**src/rtl/reg_file_16.sv**
```systemverilog
`default_nettype none
// +------------------------------------------------------------------------+
// | Module   : reg_file_16                                                 |
// | Purpose  : 16-entry x BITS general-purpose register file for the crp16 |
// |            datapath. Two independent combinational read ports, one     |
// |            synchronous write port, and a debug dump engine that        |
// |            streams all 16 registers over a valid/ready handshake.      |
// | Options  : REG_FILE_BYPASS_EN - when defined, a same-cycle write to    |
// |            the index being read is forwarded to that read port. The    |
// |            dump path never forwards.                                   |
// | Ports    : clock, resetn (async, active low)                           |
// |            wr_en, wr_addr[3:0], wr_data[BITS-1:0]     write port       |
// |            rd_addr_a/b[3:0] -> rd_data_a/b[BITS-1:0]  read ports       |
// |            dump_start, dump_ready                     dump control in  |
// |            dump_busy, dump_valid, dump_addr[3:0],                      |
// |            dump_data[BITS-1:0], dump_done             dump stream out  |
// | Revision : 1.0  initial release                                        |
// +------------------------------------------------------------------------+
module reg_file_16 #(
   parameter int BITS = 16
) (
   input  logic            clock,
   input  logic            resetn,
   input  logic            wr_en,
   input  logic [3:0]      wr_addr,
   input  logic [BITS-1:0] wr_data,
   input  logic [3:0]      rd_addr_a,
   output logic [BITS-1:0] rd_data_a,
   input  logic [3:0]      rd_addr_b,
   output logic [BITS-1:0] rd_data_b,
   input  logic            dump_start,
   output logic            dump_busy,
   output logic            dump_valid,
   input  logic            dump_ready,
   output logic [3:0]      dump_addr,
   output logic [BITS-1:0] dump_data,
   output logic            dump_done
);

   localparam logic [1:0] c_idle = 2'd0;
   localparam logic [1:0] c_send = 2'd1;
   localparam logic [1:0] c_done = 2'd2;

   logic [BITS-1:0] r_mem [16];
   logic [1:0]      r_state;
   logic [3:0]      r_ptr;
   logic [BITS-1:0] r_dump_data;
   logic [3:0]      w_ptr_next;
   logic            w_accept;

   // ---------------------------------------------------------------------
   // Storage: one register per entry, each with its own address decode.
   // ---------------------------------------------------------------------
   generate
      for (genvar gi = 0; gi < 16; gi++) begin : g_regs
         localparam logic [3:0] c_idx = 4'(gi);
         always_ff @(posedge clock or negedge resetn) begin
            if (!resetn) begin
               r_mem[gi] <= '0;
            end else if (wr_en && (wr_addr == c_idx)) begin
               r_mem[gi] <= wr_data;
            end
         end
      end
   endgenerate

   // ---------------------------------------------------------------------
   // Read ports
   // ---------------------------------------------------------------------
`ifdef REG_FILE_BYPASS_EN
   // Write-through: the value being written this cycle is visible now.
   assign rd_data_a = (wr_en && (wr_addr == rd_addr_a)) ? wr_data : r_mem[rd_addr_a];
   assign rd_data_b = (wr_en && (wr_addr == rd_addr_b)) ? wr_data : r_mem[rd_addr_b];
`else
   // Old value is returned until the write edge.
   assign rd_data_a = r_mem[rd_addr_a];
   assign rd_data_b = r_mem[rd_addr_b];
`endif

   // ---------------------------------------------------------------------
   // Dump engine
   // ---------------------------------------------------------------------
   assign w_accept   = (r_state == c_send) && dump_ready;
   assign w_ptr_next = r_ptr + 4'd1;

   // dump_data samples r_mem with non-blocking semantics, so it always
   // captures the array contents from before any write on the same edge.
   // While a beat is stalled dump_data is not reloaded, so writes to the
   // current beat's index cannot disturb it.
   always_ff @(posedge clock or negedge resetn) begin
      if (!resetn) begin
         r_state     <= c_idle;
         r_ptr       <= 4'd0;
         r_dump_data <= '0;
      end else begin
         case (r_state)
            c_idle: begin
               if (dump_start) begin
                  r_state     <= c_send;
                  r_ptr       <= 4'd0;
                  r_dump_data <= r_mem[0];
               end
            end
            c_send: begin
               if (w_accept) begin
                  // Last beat exits to DONE, so the pointer never wraps here.
                  if (r_ptr == 4'd15) begin
                     r_state <= c_done;
                  end else begin
                     r_ptr       <= w_ptr_next;
                     r_dump_data <= r_mem[w_ptr_next];
                  end
               end
            end
            c_done: begin
               r_state <= c_idle;
            end
            default: begin
               r_state <= c_idle;
            end
         endcase
      end
   end

   assign dump_valid = (r_state == c_send);
   assign dump_busy  = (r_state == c_send) || (r_state == c_done);
   assign dump_done  = (r_state == c_done);
   assign dump_addr  = r_ptr;
   assign dump_data  = r_dump_data;

endmodule
`default_nettype wire

```
**config.mk**
```make
export PLATFORM = sky130hd
export DESIGN_NAME = reg_file_16
export DESIGN_NICKNAME = d
export VERILOG_FILES = /design/src/rtl/reg_file_16.sv
export SDC_FILE = /design/constraint.sdc
export NUM_CORES = 1
export LEC_CHECK = 0
export CORE_MARGIN = 2
export CORE_UTILIZATION = 35
export DETAILED_ROUTE_END_ITERATION = 16
export SLEW_MARGIN = 25
export SYNTH_ARGS = -nofsm -noshare
export SYNTH_HDL_FRONTEND = slang
export SYNTH_SLANG_ARGS = --single-unit
```
**constraint.sdc**
```tcl
create_clock -name clock -period 5.4 [get_ports clock]
set_input_delay 0.81 -clock clock [delete_from_list [all_inputs] [get_ports clock]]
set_output_delay 0.81 -clock clock [all_outputs]
set_load 0.01 [all_outputs]
```
### Word-level counts from Yosys, hierarchy flattened

Cells that the tools add are included.

* bits of input ports: 33
* output and inout port bits: 55
* word-level logic and storage cells: 92
* register bits: 278

* reduce and logical (&&, ||, !) cells: 23
* multiplexer cells: 21
* bitwise operators: 3
* $lt $le $gt $ge: 3
* eq/ne operators: 22
* add/subtract/negate cells: 1

Operators by type and width (count)
* binary-select mux 16 bit (select 4 bit): 3
* two-way mux 16 bit: 9
* equality test 4 bit, second input constant: 9
* one-hot mux 16 bit (2 select lines): 1
* logical AND 1 bit: 17
* equality test 4 x 3 -> 1 bit, second input constant: 4
* >= comparator 5 bit, second input constant: 3
* NOT 4 -> 5 bit: 3
* two-way mux 4 bit: 3
* equality test 4 x 2 -> 1 bit, second input constant: 2
* one-hot mux 4 bit (2 select lines): 1
* two-way mux 2 bit: 3
* adder 4 x 1 -> 4 bit, second input constant: 1
* equality test 4 x 1 -> 1 bit, second input constant: 1
* zero test 4 bit: 1
* inequality test 2 x 1 -> 1 bit, second input constant: 2
* inequality test 2 bit, second input constant: 2
* one-hot mux 2 bit (2 select lines): 1
* AND reduction 4 bit: 1
* AND reduction 3 bit: 1
* equality test 2 x 1 -> 1 bit, second input constant: 1
* equality test 2 bit, second input constant: 1
* zero test 2 bit: 1
* nonzero test 2 bit: 1
* logical OR 1 bit: 1

### Logic depth before layout (Yosys ltp)

* depth in word-level cells: 8
* gate-level depth with buffers: 8
* gate-level depth less buffers: 6

### Least setup slack after synthesis

No wires, ideal clock.

* kind: input to output
* from: in rd_addr_a[0]
* to: out rd_data_a[0]
* path buffers: 2
* setup slack: 2.245 ns
* cell stages on the path: 4
* data required time: 4.590 ns
* arrival: 2.345 ns
* path through: buf_2 buf_2 mux4_2 mux4_2

* cells in the longest elaborated chain, start to end: 4

RTL lines
* start, declared: RTL line 27 `input logic [3:0] rd_addr_a,`
* NOT 4 -> 5 bit (not written as such): RTL line 76 `assign rd_data_a = r_mem[rd_addr_a];`
* binary-select mux 16 bit (select 4 bit): RTL line 76
* two-way mux 16 bit (not written as such) (2 in series): RTL line 76
* end, declared: RTL line 28 `output logic [BITS-1:0] rd_data_a,`

No other way between the ends. The select of a mux whose other input is x is not followed.

### Worst setup path after layout

* from: in rd_addr_b[0]
* to: out rd_data_b[4]

* cells in the longest elaborated chain, start to end: 4

RTL lines
* start, declared: RTL line 29 `input logic [3:0] rd_addr_b,`
* NOT 4 -> 5 bit (not written as such): RTL line 77 `assign rd_data_b = r_mem[rd_addr_b];`
* binary-select mux 16 bit (select 4 bit): RTL line 77
* two-way mux 16 bit (not written as such) (2 in series): RTL line 77
* end, declared: RTL line 30 `output logic [BITS-1:0] rd_data_b,`

No other way between the ends. The select of a mux whose other input is x is not followed.

==> impl_metrics.toml <==
[status]
outcome = "finished, final reports clean"

[pwr]
p_leak_uw = 0.007386
power_density_nw_per_um2 = 477.3
switching_share_pct = 32.79
vdd_drop_max_mv = 0.3936
p_int_uw = 6141
p_switching_uw = 2995
p_seq_share_pct = 34.6
p_comb_share_pct = 40.8
pwr-share-clk_pct = 24.6

[timing]
slew_viol_final = 0
skew_ns = 0.02722
setup_tns_ns = 0
setup_viol = 0
period_share_pct = 77.47
min_period_ns = 4.184
hold_viol = 0
max_freq_mhz = 239.0
holdWs_ns = 0.2664
rsz0062_at_grt = "no"
tightest_slew_ns = 0.9529
max-slew-margin-rel_pct = 36.32

[cts]
cts.sinks = 278
htree_num_levels = 1
root_buffer = "clkbuf_16"
clockBufferDepth = 3
cts_resized = 0
clk_pin_slew_worst_paths_ns = 0.06
post_cts_buffers = 0
holdBufCountCts = 0
cts_tree = "yes"
cts_buffers = 30
clock_latency_ns = 0.59

[die]
initial_core_util_pct = 35.46
die_h_um = 221.4
die_width_um = 221.4
dieArea_um2 = 49030
io_pins = 88
core_um2 = 46650
rows = 79

[synthesis]
ys_ff_latch = 278
synth.most_common_cell = "dfrtp_1"
avgSynthCellArea_um2 = 16.06
ys_seq_area_share_pct = 42.04
synth_cells = 1030
ys.flop_type = "dfrtp_1"
netlist_area_um2 = 16550
synth.distinct_cells = 38
yosys_warnings = 0
yosysTopAreaCell = "dfrtp_1"
async_flop_share_pct = 100.0
synth_fp_nets = 1067
synth_area_leaders = "dfrtp_1 42%, mux4_2 30%, mux2_2 18%, buf_2 1.3%, mux2i_1 1.0%"
yosysTopAreaCellShare_pct = 42.04
synthTopCellsByCount = "278 x dfrtp_1, 266 x mux2_2, 224 x mux4_2, 44 x clkbuf_1, 43 x buf_2"
synth_edf_count = 0

[critical_path]
r2r_start = "dump_addr[0]"
cp-end-kind = "output port"
crit_family = "buffers and inverters"
required_ns = 4.59
worstSetupPathType = "primary input to output port"
crit_fanout = 28
r2r_slack_ns = 2.15
r2r_end = "dump_data[1]"
slowest_stage = "mux4_2"
crit_cells = 5
max_stage_delay_ns = 0.56
critPathBufInv = 3
setup.worst_path.start_class = "primary input"
ff2ff_path_depth = 6
cp.arrival_ns = 3.37
crit_chain = "buf_4 -> buf_4 -> mux4_2 -> mux4_2 -> clkdlybuf4s50_1"
crit_path_start = "rd_addr_b[0]"
cp-endpoint = "rd_data_b[4]"

[global_route]
first_global_vias = 10870
track_usage_pct = 20.19
antenna_found_initial = 0
grt_pass1_wl_um = 74310
gr-total-overflow = 0
grt_max_degree = 102

[route]
first_pass_iters = 5
wl_per_cell_um = 28.59
postRouteAntennaNets = 0
route.detailed.drc = 0
viasPerCell = 6.137
initialDrtViolationCount = 873
drt_wl_total_um = 48930
vias = 10500

[finish]
fin_nets = 1118
syn_to_final_growth_pct = 15.68
drive_above_1_share_pct = 54.89
n_antenna_cell = 0
fin_area_um2 = 19140

[place]
dp_hpwl_um = 29250
postPlaceCellArea_um2 = 18070
port_buffers = 87
place_congestion = 0.7760

[min_path]
hold_path.class = "primary input to async pin"

[job]
max_cap_violations = 0
## per-stage QoR
step                setup slack [ns]  total power, µW  std cells  util [%]
detailed placement             1.199             6942       1656     38.74
CTS                            1.200             9211       1711     41.02
global placement               1.197             6878       1656     38.74
global route                   1.127             9599       1711     41.02
floorplan                      2.245             5729       1030         -
finish                         1.216             9136       1711     41.02
## cells in the final DEF, fill, tap and decap left out, types with 2 or more instances in the layout
master	n
dfrtp_1	277
mux2_2	266
mux4_2	224
clkdlybuf4s50_1	80
nand2_1	38
clkbuf_16	30
buf_4	29
mux2i_1	17
nand3_1	12
o21ai_0	10
clkinv_2	10
inv_1	8
o211ai_2	8
a221oi_1	7
a221o_1	7
nor2_1	7
a2bb2oi_1	6
nor2_4	6
bufinv_16	6
buf_12	5
nand2b_1	4
buf_2	4
nand3b_1	3
or3_1	3
nor2_2	3
a21oi_1	3
ha_1	3
clkbuf_1	3
clkbuf_8	3
a31oi_1	2
clkinvlp_4	2
## cell families after synthesis
group	synth area share (%)
AO/OA/AOI/OAI	2.435
XOR/XNOR	0.3706
adder cells (fa/ha/maj)	0.3025
buffers and inverters	3.025
flip-flops	42.04
multiplexers	49.62
AND/OR/NAND/NOR	2.201
## routing by layer
layer | GRT usage [%] | vias up | part of all wire, %
li1 | - | 4248 | -
met1 | 27.22 | 5752 | 41
met2 | 33.05 | 410 | 49
met3 | 3.306 | 91 | 5.6
met4 | 7.432 | 0 | 3.6
met5 | 0 | - | 0
## power by group through the flow
| stage | clock network (µW) | registers [µW] | logic, µW |
|---|---|---|---|
| final | 2240 | 3160 | 3730 |
| after global routing | 2370 | 3240 | 3990 |
| after CTS | 2290 | 3150 | 3770 |
| after detailed placement | 0 | 3190 | 3750 |
| after global placement | 0 | 3160 | 3710 |
| after floorplan | 0 | 2990 | 2740 |
## registers in the layout (all words and copies together), names as in the netlist
signal     cells
r_mem        256
dump_data     16
dump_addr      4
r_state        2
## worst min path at each step
| stage | from | end | slack (ns) | depth (start not counted) |
|---|---|---|---|---|
| floorplan | resetn | dump_addr[0] | 0.51 | 0 |
| global placement | dump_data[6] | dump_data[6] | 0.48 | 2 |
| detailed placement | dump_data[6] | dump_data[6] | 0.47 | 2 |
| CTS | resetn | r_mem[48] | 0.29 | 1 |
| global route | resetn | r_mem[17] | 0.30 | 1 |
| finish | resetn | r_mem[17] | 0.27 | 1 |
## cell type report
cell class	count	area (µm²)
fillers	4263	27520
multi-input cells	644	9171
flip-flops and latches	278	6960
repair buffers	119	1154
inverters	8	30.03
well taps	607	759.5
clock inverters	19	261.5
clock buffers	36	803.3
Note: power is estimated with default switching activity, not from simulation.
